===== src/rtl/ahb3lite_cmd_master_pkg.sv =====
// AHB3-Lite encodings and the address-phase command record shared by the command master and its bench.
package ahb3lite_pkg;

  localparam logic [1:0] HTRANS_IDLE   = 2'b00;
  localparam logic [1:0] HTRANS_NONSEQ = 2'b10;
  localparam logic [2:0] HBURST_SINGLE = 3'b000;
  localparam logic [2:0] HSIZE_BYTE    = 3'b000;
  localparam logic [2:0] HSIZE_HWORD   = 3'b001;
  localparam logic [2:0] HSIZE_WORD    = 3'b010;
  localparam logic       HRESP_OKAY    = 1'b0;
  localparam logic       HRESP_ERROR   = 1'b1;

  // Field widths of the command record; the master's bus parameters must match these.
  localparam int AHB_ADDR_W = 16;
  localparam int AHB_DATA_W = 32;

  typedef struct packed {
    logic                  write;
    logic [AHB_ADDR_W-1:0] addr;
    logic [2:0]            size;
    logic [AHB_DATA_W-1:0] wdata;
  } ahb_cmd_t;

endpackage


===== src/rtl/ahb3lite_cmd_master_if.sv =====
// Command/response handshake plus the AHB3-Lite master bus; master = the command master, slave = its environment.
interface ahb3lite_cmd_master_if #(
  parameter int HADDR_SIZE = 16,
  parameter int HDATA_SIZE = 32,
  parameter int ERRCNT_W   = 8
);
  logic                  cmd_valid;
  logic                  cmd_ready;
  logic                  cmd_write;
  logic [HADDR_SIZE-1:0] cmd_addr;
  logic [2:0]            cmd_size;
  logic [HDATA_SIZE-1:0] cmd_wdata;
  logic                  rsp_valid;
  logic                  rsp_write;
  logic [HDATA_SIZE-1:0] rsp_rdata;
  logic                  rsp_error;
  logic                  busy;
  logic [ERRCNT_W-1:0]   err_count;
  logic                  HSEL;
  logic [HADDR_SIZE-1:0] HADDR;
  logic                  HWRITE;
  logic [2:0]            HSIZE;
  logic [2:0]            HBURST;
  logic [3:0]            HPROT;
  logic [1:0]            HTRANS;
  logic                  HMASTLOCK;
  logic [HDATA_SIZE-1:0] HWDATA;
  logic                  HREADY;
  logic [HDATA_SIZE-1:0] HRDATA;
  logic                  HRESP;

  modport master (
    input  cmd_valid, cmd_write, cmd_addr, cmd_size, cmd_wdata, HREADY, HRDATA, HRESP,
    output cmd_ready, rsp_valid, rsp_write, rsp_rdata, rsp_error, busy, err_count,
    output HSEL, HADDR, HWRITE, HSIZE, HBURST, HPROT, HTRANS, HMASTLOCK, HWDATA
  );

  modport slave (
    output cmd_valid, cmd_write, cmd_addr, cmd_size, cmd_wdata, HREADY, HRDATA, HRESP,
    input  cmd_ready, rsp_valid, rsp_write, rsp_rdata, rsp_error, busy, err_count,
    input  HSEL, HADDR, HWRITE, HSIZE, HBURST, HPROT, HTRANS, HMASTLOCK, HWDATA
  );
endinterface


===== src/rtl/ahb3lite_cmd_master.sv =====
// Issues commands as pipelined AHB3-Lite NONSEQ SINGLE transfers; response 3 cycles after acceptance at zero wait.
// cmd_ready falls only while a held address phase sees HREADY=0; responses cannot be backpressured.
module ahb3lite_cmd_master
  import ahb3lite_pkg::*;
#(
  parameter int         HADDR_SIZE = 16,
  parameter int         HDATA_SIZE = 32,
  parameter logic [3:0] HPROT_VAL  = 4'b0011,
  parameter int         ERRCNT_W   = 8
) (
  input logic                   HCLK,
  input logic                   HRESET,
  ahb3lite_cmd_master_if.master bus
);

  logic                  ap_vld_q, ap_vld_d;
  ahb_cmd_t              ap_q, ap_d;
  logic                  dp_vld_q, dp_vld_d;
  logic                  dp_write_q, dp_write_d;
  logic [HDATA_SIZE-1:0] hwdata_q, hwdata_d;
  logic                  rsp_vld_q, rsp_vld_d;
  logic                  rsp_write_q, rsp_write_d;
  logic [HDATA_SIZE-1:0] rsp_rdata_q, rsp_rdata_d;
  logic                  rsp_error_q, rsp_error_d;
  logic [ERRCNT_W-1:0]   err_count_q, err_count_d;

  logic                  cmd_ready;
  logic                  cmd_acc;
  logic [2:0]            size_n;
  logic [HADDR_SIZE-1:0] addr_al;

  always_comb begin
    cmd_ready   = !HRESET && (!ap_vld_q || bus.HREADY);
    cmd_acc     = bus.cmd_valid && cmd_ready;
    size_n      = (bus.cmd_size > HSIZE_WORD) ? HSIZE_WORD : bus.cmd_size;
    addr_al     = bus.cmd_addr;
    if (size_n == HSIZE_HWORD) addr_al[0] = 1'b0;
    else if (size_n == HSIZE_WORD) addr_al[1:0] = 2'b00;

    ap_vld_d    = ap_vld_q;
    ap_d        = ap_q;
    dp_vld_d    = dp_vld_q;
    dp_write_d  = dp_write_q;
    hwdata_d    = hwdata_q;
    rsp_vld_d   = 1'b0;
    rsp_write_d = 1'b0;
    rsp_rdata_d = '0;
    rsp_error_d = 1'b0;
    err_count_d = err_count_q;

    // Pipeline advances only on HREADY; a stalled beat keeps AP, DP and HWDATA frozen.
    if (bus.HREADY) begin
      dp_vld_d   = ap_vld_q;
      dp_write_d = ap_q.write;
      ap_vld_d   = 1'b0;
      if (ap_vld_q && ap_q.write) hwdata_d = ap_q.wdata;
      if (dp_vld_q) begin
        rsp_vld_d   = 1'b1;
        rsp_write_d = dp_write_q;
        rsp_rdata_d = dp_write_q ? '0 : bus.HRDATA;
        rsp_error_d = (bus.HRESP == HRESP_ERROR);
      end
    end

    if (cmd_acc) begin
      ap_vld_d = 1'b1;
      ap_d     = '{write: bus.cmd_write, addr: addr_al, size: size_n, wdata: bus.cmd_wdata};
    end

    if (rsp_error_d && !(&err_count_q)) err_count_d = err_count_q + 1'b1;
  end

  always_ff @(posedge HCLK) begin
    if (HRESET) begin
      ap_vld_q    <= 1'b0;
      ap_q        <= '0;
      dp_vld_q    <= 1'b0;
      dp_write_q  <= 1'b0;
      hwdata_q    <= '0;
      rsp_vld_q   <= 1'b0;
      rsp_write_q <= 1'b0;
      rsp_rdata_q <= '0;
      rsp_error_q <= 1'b0;
      err_count_q <= '0;
    end else begin
      ap_vld_q    <= ap_vld_d;
      ap_q        <= ap_d;
      dp_vld_q    <= dp_vld_d;
      dp_write_q  <= dp_write_d;
      hwdata_q    <= hwdata_d;
      rsp_vld_q   <= rsp_vld_d;
      rsp_write_q <= rsp_write_d;
      rsp_rdata_q <= rsp_rdata_d;
      rsp_error_q <= rsp_error_d;
      err_count_q <= err_count_d;
    end
  end

  assign bus.cmd_ready = cmd_ready;
  assign bus.rsp_valid = rsp_vld_q;
  assign bus.rsp_write = rsp_write_q;
  assign bus.rsp_rdata = rsp_rdata_q;
  assign bus.rsp_error = rsp_error_q;
  assign bus.busy      = ap_vld_q || dp_vld_q;
  assign bus.err_count = err_count_q;
  assign bus.HTRANS    = ap_vld_q ? HTRANS_NONSEQ : HTRANS_IDLE;
  assign bus.HSEL      = ap_vld_q;
  assign bus.HADDR     = ap_q.addr;
  assign bus.HWRITE    = ap_q.write;
  assign bus.HSIZE     = ap_q.size;
  assign bus.HBURST    = HBURST_SINGLE;
  assign bus.HPROT     = HPROT_VAL;
  assign bus.HMASTLOCK = 1'b0;
  assign bus.HWDATA    = hwdata_q;

endmodule


===== src/flat_wrapper.sv =====
// flat-port wrapper written by rule: the top's interface ports become plain ports
module ahb3lite_cmd_master_flat import ahb3lite_pkg::*;
#(
  parameter int         HADDR_SIZE = 16,
  parameter int         HDATA_SIZE = 32,
  parameter logic [3:0] HPROT_VAL  = 4'b0011,
  parameter int         ERRCNT_W   = 8
)
  (HCLK, HRESET, bus_cmd_valid, bus_cmd_write, bus_cmd_addr, bus_cmd_size, bus_cmd_wdata, bus_HREADY, bus_HRDATA, bus_HRESP, bus_cmd_ready, bus_rsp_valid, bus_rsp_write, bus_rsp_rdata, bus_rsp_error, bus_busy, bus_err_count, bus_HSEL, bus_HADDR, bus_HWRITE, bus_HSIZE, bus_HBURST, bus_HPROT, bus_HTRANS, bus_HMASTLOCK, bus_HWDATA);
  ahb3lite_cmd_master_if #(.HADDR_SIZE(HADDR_SIZE), .HDATA_SIZE(HDATA_SIZE), .ERRCNT_W(ERRCNT_W)) bus_i ();
  input logic HCLK;
  input logic HRESET;
  input wire logic [$bits(bus_i.cmd_valid)-1:0] bus_cmd_valid;
  input wire logic [$bits(bus_i.cmd_write)-1:0] bus_cmd_write;
  input wire logic [$bits(bus_i.cmd_addr)-1:0] bus_cmd_addr;
  input wire logic [$bits(bus_i.cmd_size)-1:0] bus_cmd_size;
  input wire logic [$bits(bus_i.cmd_wdata)-1:0] bus_cmd_wdata;
  input wire logic [$bits(bus_i.HREADY)-1:0] bus_HREADY;
  input wire logic [$bits(bus_i.HRDATA)-1:0] bus_HRDATA;
  input wire logic [$bits(bus_i.HRESP)-1:0] bus_HRESP;
  output wire logic [$bits(bus_i.cmd_ready)-1:0] bus_cmd_ready;
  output wire logic [$bits(bus_i.rsp_valid)-1:0] bus_rsp_valid;
  output wire logic [$bits(bus_i.rsp_write)-1:0] bus_rsp_write;
  output wire logic [$bits(bus_i.rsp_rdata)-1:0] bus_rsp_rdata;
  output wire logic [$bits(bus_i.rsp_error)-1:0] bus_rsp_error;
  output wire logic [$bits(bus_i.busy)-1:0] bus_busy;
  output wire logic [$bits(bus_i.err_count)-1:0] bus_err_count;
  output wire logic [$bits(bus_i.HSEL)-1:0] bus_HSEL;
  output wire logic [$bits(bus_i.HADDR)-1:0] bus_HADDR;
  output wire logic [$bits(bus_i.HWRITE)-1:0] bus_HWRITE;
  output wire logic [$bits(bus_i.HSIZE)-1:0] bus_HSIZE;
  output wire logic [$bits(bus_i.HBURST)-1:0] bus_HBURST;
  output wire logic [$bits(bus_i.HPROT)-1:0] bus_HPROT;
  output wire logic [$bits(bus_i.HTRANS)-1:0] bus_HTRANS;
  output wire logic [$bits(bus_i.HMASTLOCK)-1:0] bus_HMASTLOCK;
  output wire logic [$bits(bus_i.HWDATA)-1:0] bus_HWDATA;
  assign bus_i.cmd_valid = bus_cmd_valid;
  assign bus_i.cmd_write = bus_cmd_write;
  assign bus_i.cmd_addr = bus_cmd_addr;
  assign bus_i.cmd_size = bus_cmd_size;
  assign bus_i.cmd_wdata = bus_cmd_wdata;
  assign bus_i.HREADY = bus_HREADY;
  assign bus_i.HRDATA = bus_HRDATA;
  assign bus_i.HRESP = bus_HRESP;
  assign bus_cmd_ready = bus_i.cmd_ready;
  assign bus_rsp_valid = bus_i.rsp_valid;
  assign bus_rsp_write = bus_i.rsp_write;
  assign bus_rsp_rdata = bus_i.rsp_rdata;
  assign bus_rsp_error = bus_i.rsp_error;
  assign bus_busy = bus_i.busy;
  assign bus_err_count = bus_i.err_count;
  assign bus_HSEL = bus_i.HSEL;
  assign bus_HADDR = bus_i.HADDR;
  assign bus_HWRITE = bus_i.HWRITE;
  assign bus_HSIZE = bus_i.HSIZE;
  assign bus_HBURST = bus_i.HBURST;
  assign bus_HPROT = bus_i.HPROT;
  assign bus_HTRANS = bus_i.HTRANS;
  assign bus_HMASTLOCK = bus_i.HMASTLOCK;
  assign bus_HWDATA = bus_i.HWDATA;
  ahb3lite_cmd_master #(.HADDR_SIZE(HADDR_SIZE), .HDATA_SIZE(HDATA_SIZE), .HPROT_VAL(HPROT_VAL), .ERRCNT_W(ERRCNT_W)) u_core (.HCLK(HCLK), .HRESET(HRESET), .bus(bus_i));
endmodule

===== config.mk =====
export PLATFORM = sky130hd
export DESIGN_NAME = ahb3lite_cmd_master_flat
export DESIGN_NICKNAME = d
export VERILOG_FILES = /design/src/rtl/ahb3lite_cmd_master_pkg.sv /design/src/rtl/ahb3lite_cmd_master_if.sv /design/src/rtl/ahb3lite_cmd_master.sv /design/src/flat_wrapper.sv
export SDC_FILE = /design/constraint.sdc
export NUM_CORES = 1
export LEC_CHECK = 0
export ABC_AREA = 1
export BUFFER_PORTS_ARGS = -buffer_cell sky130_fd_sc_hd__buf_4
export CAP_MARGIN = 20
export CORE_AREA = 3 3 104 106
export DETAILED_ROUTE_END_ITERATION = 8
export DIE_AREA = 0 0 107 109
export GPL_TIMING_DRIVEN = 0
export PLACE_DENSITY = 0.88
export REMOVE_ABC_BUFFERS = 1
export SLEW_MARGIN = 0
export SYNTH_ARGS = -nofsm -noshare
export SYNTH_HDL_FRONTEND = slang
export SYNTH_SLANG_ARGS = --single-unit

===== constraint.sdc =====
create_clock -name HCLK -period 1.3 [get_ports HCLK]
set_input_delay 0.065 -clock HCLK [delete_from_list [all_inputs] [get_ports HCLK]]
set_output_delay 0.065 -clock HCLK [all_outputs]
set_load 0.02 [all_outputs]

# After elaboration in Yosys (flattened, before gate mapping)
# Index checks and enable logic that the tools add are counted.
# classes
n_addsub,1
multipliers,0
div_mod_pow,0
n_lt_le_gt_ge,1
n_eq_ne,2
shift,0
n_mux,10
bitwise_logic,2
n_reduce_logical,15
# ops
op,count
"adder 8 x 1 -> 8 bit, second input constant",1
AND reduction 8 bit,1
two-way mux 1 bit,7
logical AND 1 bit,4
two-way mux 2 bit,2
OR reduction 4 bit,1
"equality test 3 x 1 -> 1 bit, second input constant",1
"equality test 3 x 2 -> 1 bit, second input constant",1
"greater-than comparator 3 x 2 -> 1 bit, second input constant",1
zero test 1 bit,3
two-way mux 3 bit,1
OR reduction 3 bit,1
logical OR 1 bit,2
inverter 1 bit,2
AND reduction 2 bit,1
nonzero test 2 bit,1
OR reduction 2 bit,1
# totals
register_bits,130
latch_bits,0
ramBits,0
romBits,0
input_bits,89
out_inout_bits,108
word_cells,44
n_memories,0

# Logic depth before layout (Yosys ltp)
# depth
depth_word,5
ltp_mapped,8
depth_no_buf,8

# Worst setup path before layout
# OpenSTA, ideal clock, no wires.
# synth_timing
path_kind,register -> register
start,register u_core.err_count_q[1] (netlist: u_core.bus.err_count[1])
end,register u_core.err_count_q[7] (netlist: u_core.bus.err_count[7])
setup_ns,0.134
t_arrival_ns,1.246
t_required_ns,1.166
setup_slack_ns,-0.080
path_stages_with_launch,9
n_path_buf,0
period_less_slack_ns,1.380
path_cell_list,dfxtp_1 -> ha_1 -> inv_1 -> nor2_2 -> nand2_1 -> nand2_2 -> inv_2 -> nand2_1 -> a21oi_1
# synth_via
elab_chain_cells,3
word_cells_on_any_way,4
classes_between,add/sub (1); reduce/logical (3)
# synth_rtl
element,line,text
start: declaration,ahb3lite_cmd_master.sv:25,"logic [ERRCNT_W-1:0] err_count_q, err_count_d;"
start signal: assignment,ahb3lite_cmd_master.sv:95,err_count_q <= err_count_d;
"parallel branches: the longest is 3 deep, another holds adder 8 x 1 -> 8 bit",n/a,
# Parallel ways; which one is timed is not known.
# A chain may end at the register's enable or synchronous reset.

# Worst setup path in the final report
# layout_timing
start,register u_core.ap_vld_q (netlist: u_core.bus.HSEL)
end,register u_core.hwdata_q[5] (netlist: u_core.bus.HWDATA[5])
# layout_via
elab_chain_cells,2
# layout_rtl
element,line,text
start: declaration,ahb3lite_cmd_master.sv:16,"logic ap_vld_q, ap_vld_d;"
start signal: assignment,ahb3lite_cmd_master.sv:86,ap_vld_q <= ap_vld_d;
logical AND 1 bit,ahb3lite_cmd_master.sv:56,if (ap_vld_q && ap_q.write) hwdata_d = ap_q.wdata;
AND reduction 2 bit (no source line),n/a,
end signal: assignment,ahb3lite_cmd_master.sv:90,hwdata_q <= hwdata_d;
end: declaration,ahb3lite_cmd_master.sv:20,"logic [HDATA_SIZE-1:0] hwdata_q, hwdata_d;"
# No other way between the ends.

==> qor_table.md <==
| Result | Value | Unit |
|:---|:---|:---|
| Via density | 4.844 | - |
| CTS clk-pin slew, worst paths | 0.07 | ns |
| Post-synthesis instance area | 4777 | um2 |
| Inserted Clock Buffers | 17 | - |
| Dominant cell type by count on the critical path | sky130_fd_sc_hd__buf_4 | - |
| Ordered list of cells on the worst path | buf_4, buf_4, nand3_4, o21ai_0, a21oi_1 | - |
| Ys Warns | 0 | - |
| Fraction of the yosys area taken by sequential cells | 54.48 | % |
| Hold-critical path depth | 4 | - |
| Detail-routed net length per standard cell | 15.91 | um |
| FF-to-FF End | u_core.bus.HWDATA[5]$_SDFFE_PP0P_ | - |
| Class of the most critical setup path | flop to flop | - |
| First-pass GRT wire length | 24440 | um |
| Starting density of the core | 48.43 | % |
| Critical path data required time | 1.69 | ns |
| Maximum count of clock buffers along a single path | 2 | - |
| Cell area after placement | 5987 | um2 |
| Largest net degree at the start of global routing | 52 | - |
| Chip Height | 109 | um |
| Clock tree root buffer cell | sky130_fd_sc_hd__clkbuf_8 | - |
| GRT Resource Usage Total | 27.09 | % |
| Cell at the slowest stage of the critical path | sky130_fd_sc_hd__dfxtp_4 | - |
| Worst setup slack for register-to-register paths | -0.04 | ns |
| Initial DRT Pass Iterations | 5 | - |
| Most congested layer reported by global routing | met2 | - |
| Worst Setup Slack, final | -0.03872 | ns |
| Average cell area after synthesis | 8.097 | um2 |
| First DRT Iteration DRCs | 243 | - |
| Flip-flop and latch count after synthesis | 130 | - |
| Worst endpoint data arrival time | 1.73 | ns |
| Number of rows created at floorplan | 36 | - |
| Remaining number of nets flagged by the antenna check after routing | 0 | - |
| Worst R2R Path Depth | 5 | - |
| Core area | 9864 | um2 |
| Power Density | 1252 | nW/um2 |
| Achievable frequency | 747.0 | MHz |
| Met3 usage in global routing | 8.467 | % |
| Power, Total | 9.665 | mW |
| Worst reg2reg path startpoint | u_core.bus.HSEL$_SDFFE_PP0P_ | - |
| Status | finished, violations left | - |
| Total length of routed wires | 15850 | um |
| Post-synthesis instance total | 590 | - |
| Pleak | 3.714 | nW |
| Post-route fraction of the period consumed by the critical path | 103.0 | % |
| Failing checks | setup timing | - |
| Crit path capture type | flop | - |
| Layout overhead on the synthesized area | 61.55 | % |
| Setup violators final | 4 | - |
| IR Drop Worst-Case VDD | 1.005 | mV |
| Clock tree skew after final layout | 0.01229 | ns |
| Endpoints failing hold | 0 | - |
| Number of max-cap violations | 0 | - |
| Biggest area consumer among synthesized cells | sky130_fd_sc_hd__dfxtp_1 | - |
| NumNets Final | 939 | - |
| Type of element launching the critical path | flop | - |
| Grt met1 use | 27.33 | % |
| RSZ-0062 raised after global routing | yes | - |
| Final HPWL DP | 7629 | um |
| Clock network latency to the later pin of the worst-skew pair | 0.50 | ns |
| Share of cells above drive strength 1 | 30.97 | % |
| Post-layout instance area | 7717 | um2 |
| Global Route met2 Usage | 50.22 | % |
| Quantity of I/O buffers inserted on ports | 187 | - |
| Min-Delay Endpoint | u_core.bus.HWRITE$_SDFFE_PP0P_ | - |
| Worst relative slew slack | 49.92 | % |
| DRC violations left | 0 | - |
| Vias in the first global route | 5018 | - |
| Final-report max-slew violation count | 0 | - |
| Htree depth | 4 | - |
| Crit-path max FO | 16 | - |
| Total vias in the final route | 4825 | - |
| Top Ports | 197 | - |
| TritonCTS Sinks | 130 | - |
| Number of antenna violations at the first check in global routing | 0 | - |
| Worst slew pin tran | 0.7500 | ns |
| Distinct cells, synth | 28 | - |
| Hold Path Origin | bus_cmd_valid | - |
| Synth top area share | 54.48 | % |
| CTS tree | built | - |
| Shortest clock period the worst path allows after layout | 1.339 | ns |
| Min-Delay Path Class | primary input to flop | - |
| Delay of the slowest cell on the worst path | 0.39 | ns |
| Horizontal extent of the die | 107 | um |
| Gpl congestion | 0.7851 | - |
| Overall die area | 11660 | um2 |
| Synth area leaders | sky130_fd_sc_hd__dfxtp_1, sky130_fd_sc_hd__nand2_1, sky130_fd_sc_hd__inv_1, sky130_fd_sc_hd__buf_4, sky130_fd_sc_hd__nand3_1 | - |
| Overflow left after global routing | 0 | - |
[metal layers]
metal | share of wire [%] | up-vias
li1 | - | 2329
met1 | 35 | 2227
met2 | 53 | 223
met3 | 7.7 | 46
met4 | 3.5 | 0
met5 | 0 | -
[timing repair]
item	in CTS	in global routing
hold endpoints to repair	94	0
pin swaps	5	2
buffers inserted	10	0
setup endpoints to repair	125	80
gates cloned	6	0
hold buffers	88	0
gates resized for setup	22	33
[worst max path at each step]
stage / cells after the start / to / start / slack (ns)
3_5_place_dp: 6 / u_core.ap_q[23]$_SDFFE_PP0P_ / HRESET / -1.40
4_1_cts: 2 / bus_busy / u_core.bus.HSEL$_SDFFE_PP0P_ / -0.04
6_report: 5 / u_core.bus.HWDATA[5]$_SDFFE_PP0P_ / u_core.bus.HSEL$_SDFFE_PP0P_ / -0.04
5_1_grt: 5 / u_core.bus.HWDATA[5]$_SDFFE_PP0P_ / u_core.bus.HSEL$_SDFFE_PP0P_ / -0.09
3_3_place_gp: 6 / u_core.ap_q[15]$_SDFFE_PP0P_ / HRESET / -2.05
2_1_floorplan: 5 / u_core.ap_q[0]$_SDFFE_PP0P_ / HRESET / -0.75
[logic make-up (layout without fill, tap and decap cells)]
family | Yosys count | after routing | synth area share, %
buffers and inverters | 140 | 400 | 14.88
other | 2 | 10 | 0.1572
DFF | 130 | 130 | 54.48
adders and majority gates | 1 | 1 | 0.2619
xor gates and xnor gates | 3 | 3 | 0.5501
and+or+nand+nor | 233 | 238 | 21.03
AOI/OAI and AO/OA | 81 | 81 | 8.643
[power by group]
group	switching, mW	total [mW]	internal (mW)
Clock	1.96	4.39	2.43
Combinational	0.523	1.07	0.549
Sequential	0.0844	4.20	4.12
[synth_stat cells, drive strengths merged]
library cell	n
xor2	2
buf	51
inv	81
ha	1
o21ai	37
nor2	45
dfxtp	130
nor3	2
nand2	128
conb	2
a21oi	44
nand4	1
nand3	54
nand3b	1
clkbuf	8
xnor2	1
or2	2
[cell type report]
| type | count | area (um2) |
|---|---|---|
| flip-flops and latches | 130 | 2619 |
| repair buffers | 286 | 2399 |
| fillers | 598 | 2147 |
| multi-input cells | 332 | 1648 |
| clock buffers | 17 | 414.1 |
| inverters | 81 | 319.1 |
| well taps | 133 | 166.4 |
| clock inverters | 15 | 138.9 |
| repair inverters | 1 | 11.26 |
| diodes | 1 | 2.502 |
[state kept, by name, indices dropped and copies added (netlist names)]
signal / flops
u_core.ap_q: 32
u_core.bus.HWDATA: 32
u_core.bus.rsp_rdata: 32
u_core.bus.HADDR: 16
u_core.bus.err_count: 8
u_core.bus.HSIZE: 3
u_core.bus.HSEL: 1
u_core.bus.HWRITE: 1
u_core.bus.rsp_error: 1
u_core.bus.rsp_valid: 1
u_core.bus.rsp_write: 1
u_core.dp_vld_q: 1
u_core.dp_write_q: 1
[worst max-delay path, delay by kind of cell (launching register included)]
family                 cells  cell delay, ns
AO/OA/AOI/OAI              2            0.35
buffers and inverters      2            0.27
flip-flops                 1            0.39
AND/OR/NAND/NOR            1            0.22
[per-stage QoR]
| step | utilization [%] | TNS [ns] | hold WS (ns) | worst slack (ns) | std cells |
|---|---|---|---|---|---|
| after CTS | 77.60 | -0.03818 | 0.00004080 | -0.03818 | 995 |
| after global placement | 60.49 | -133.32 | 0.2593 | -2.054 | 858 |
| after detailed placement | 60.69 | -98.87 | 0.2626 | -1.396 | 859 |
| after floorplan | - | -56.52 | 0.1274 | -0.7491 | 538 |
| final | 78.23 | -0.07096 | 0.02913 | -0.03872 | 996 |
| after global routing | 78.21 | -2.192 | 0.02319 | -0.09203 | 995 |
[cells in the final DEF (no fill, tap or decap), types with 2 or more instances in the layout]
| master | instances |
|---|---|
| sky130_fd_sc_hd__a21oi_1 | 42 |
| sky130_fd_sc_hd__a21oi_2 | 2 |
| sky130_fd_sc_hd__buf_12 | 2 |
| sky130_fd_sc_hd__buf_4 | 195 |
| sky130_fd_sc_hd__clkbuf_16 | 16 |
| sky130_fd_sc_hd__clkinvlp_4 | 3 |
| sky130_fd_sc_hd__conb_1 | 9 |
| sky130_fd_sc_hd__dfxtp_1 | 123 |
| sky130_fd_sc_hd__dfxtp_2 | 4 |
| sky130_fd_sc_hd__dfxtp_4 | 3 |
| sky130_fd_sc_hd__dlygate4sd3_1 | 87 |
| sky130_fd_sc_hd__inv_1 | 75 |
| sky130_fd_sc_hd__inv_2 | 4 |
| sky130_fd_sc_hd__inv_6 | 6 |
| sky130_fd_sc_hd__inv_8 | 4 |
| sky130_fd_sc_hd__nand2_1 | 124 |
| sky130_fd_sc_hd__nand2_8 | 2 |
| sky130_fd_sc_hd__nand3_1 | 51 |
| sky130_fd_sc_hd__nand3_2 | 2 |
| sky130_fd_sc_hd__nand3_4 | 6 |
| sky130_fd_sc_hd__nor2_1 | 42 |
| sky130_fd_sc_hd__o21ai_0 | 20 |
| sky130_fd_sc_hd__o21ai_1 | 15 |
| sky130_fd_sc_hd__o21ai_2 | 2 |
| sky130_fd_sc_hd__xor2_1 | 2 |
(Power assumes the default switching activity.)
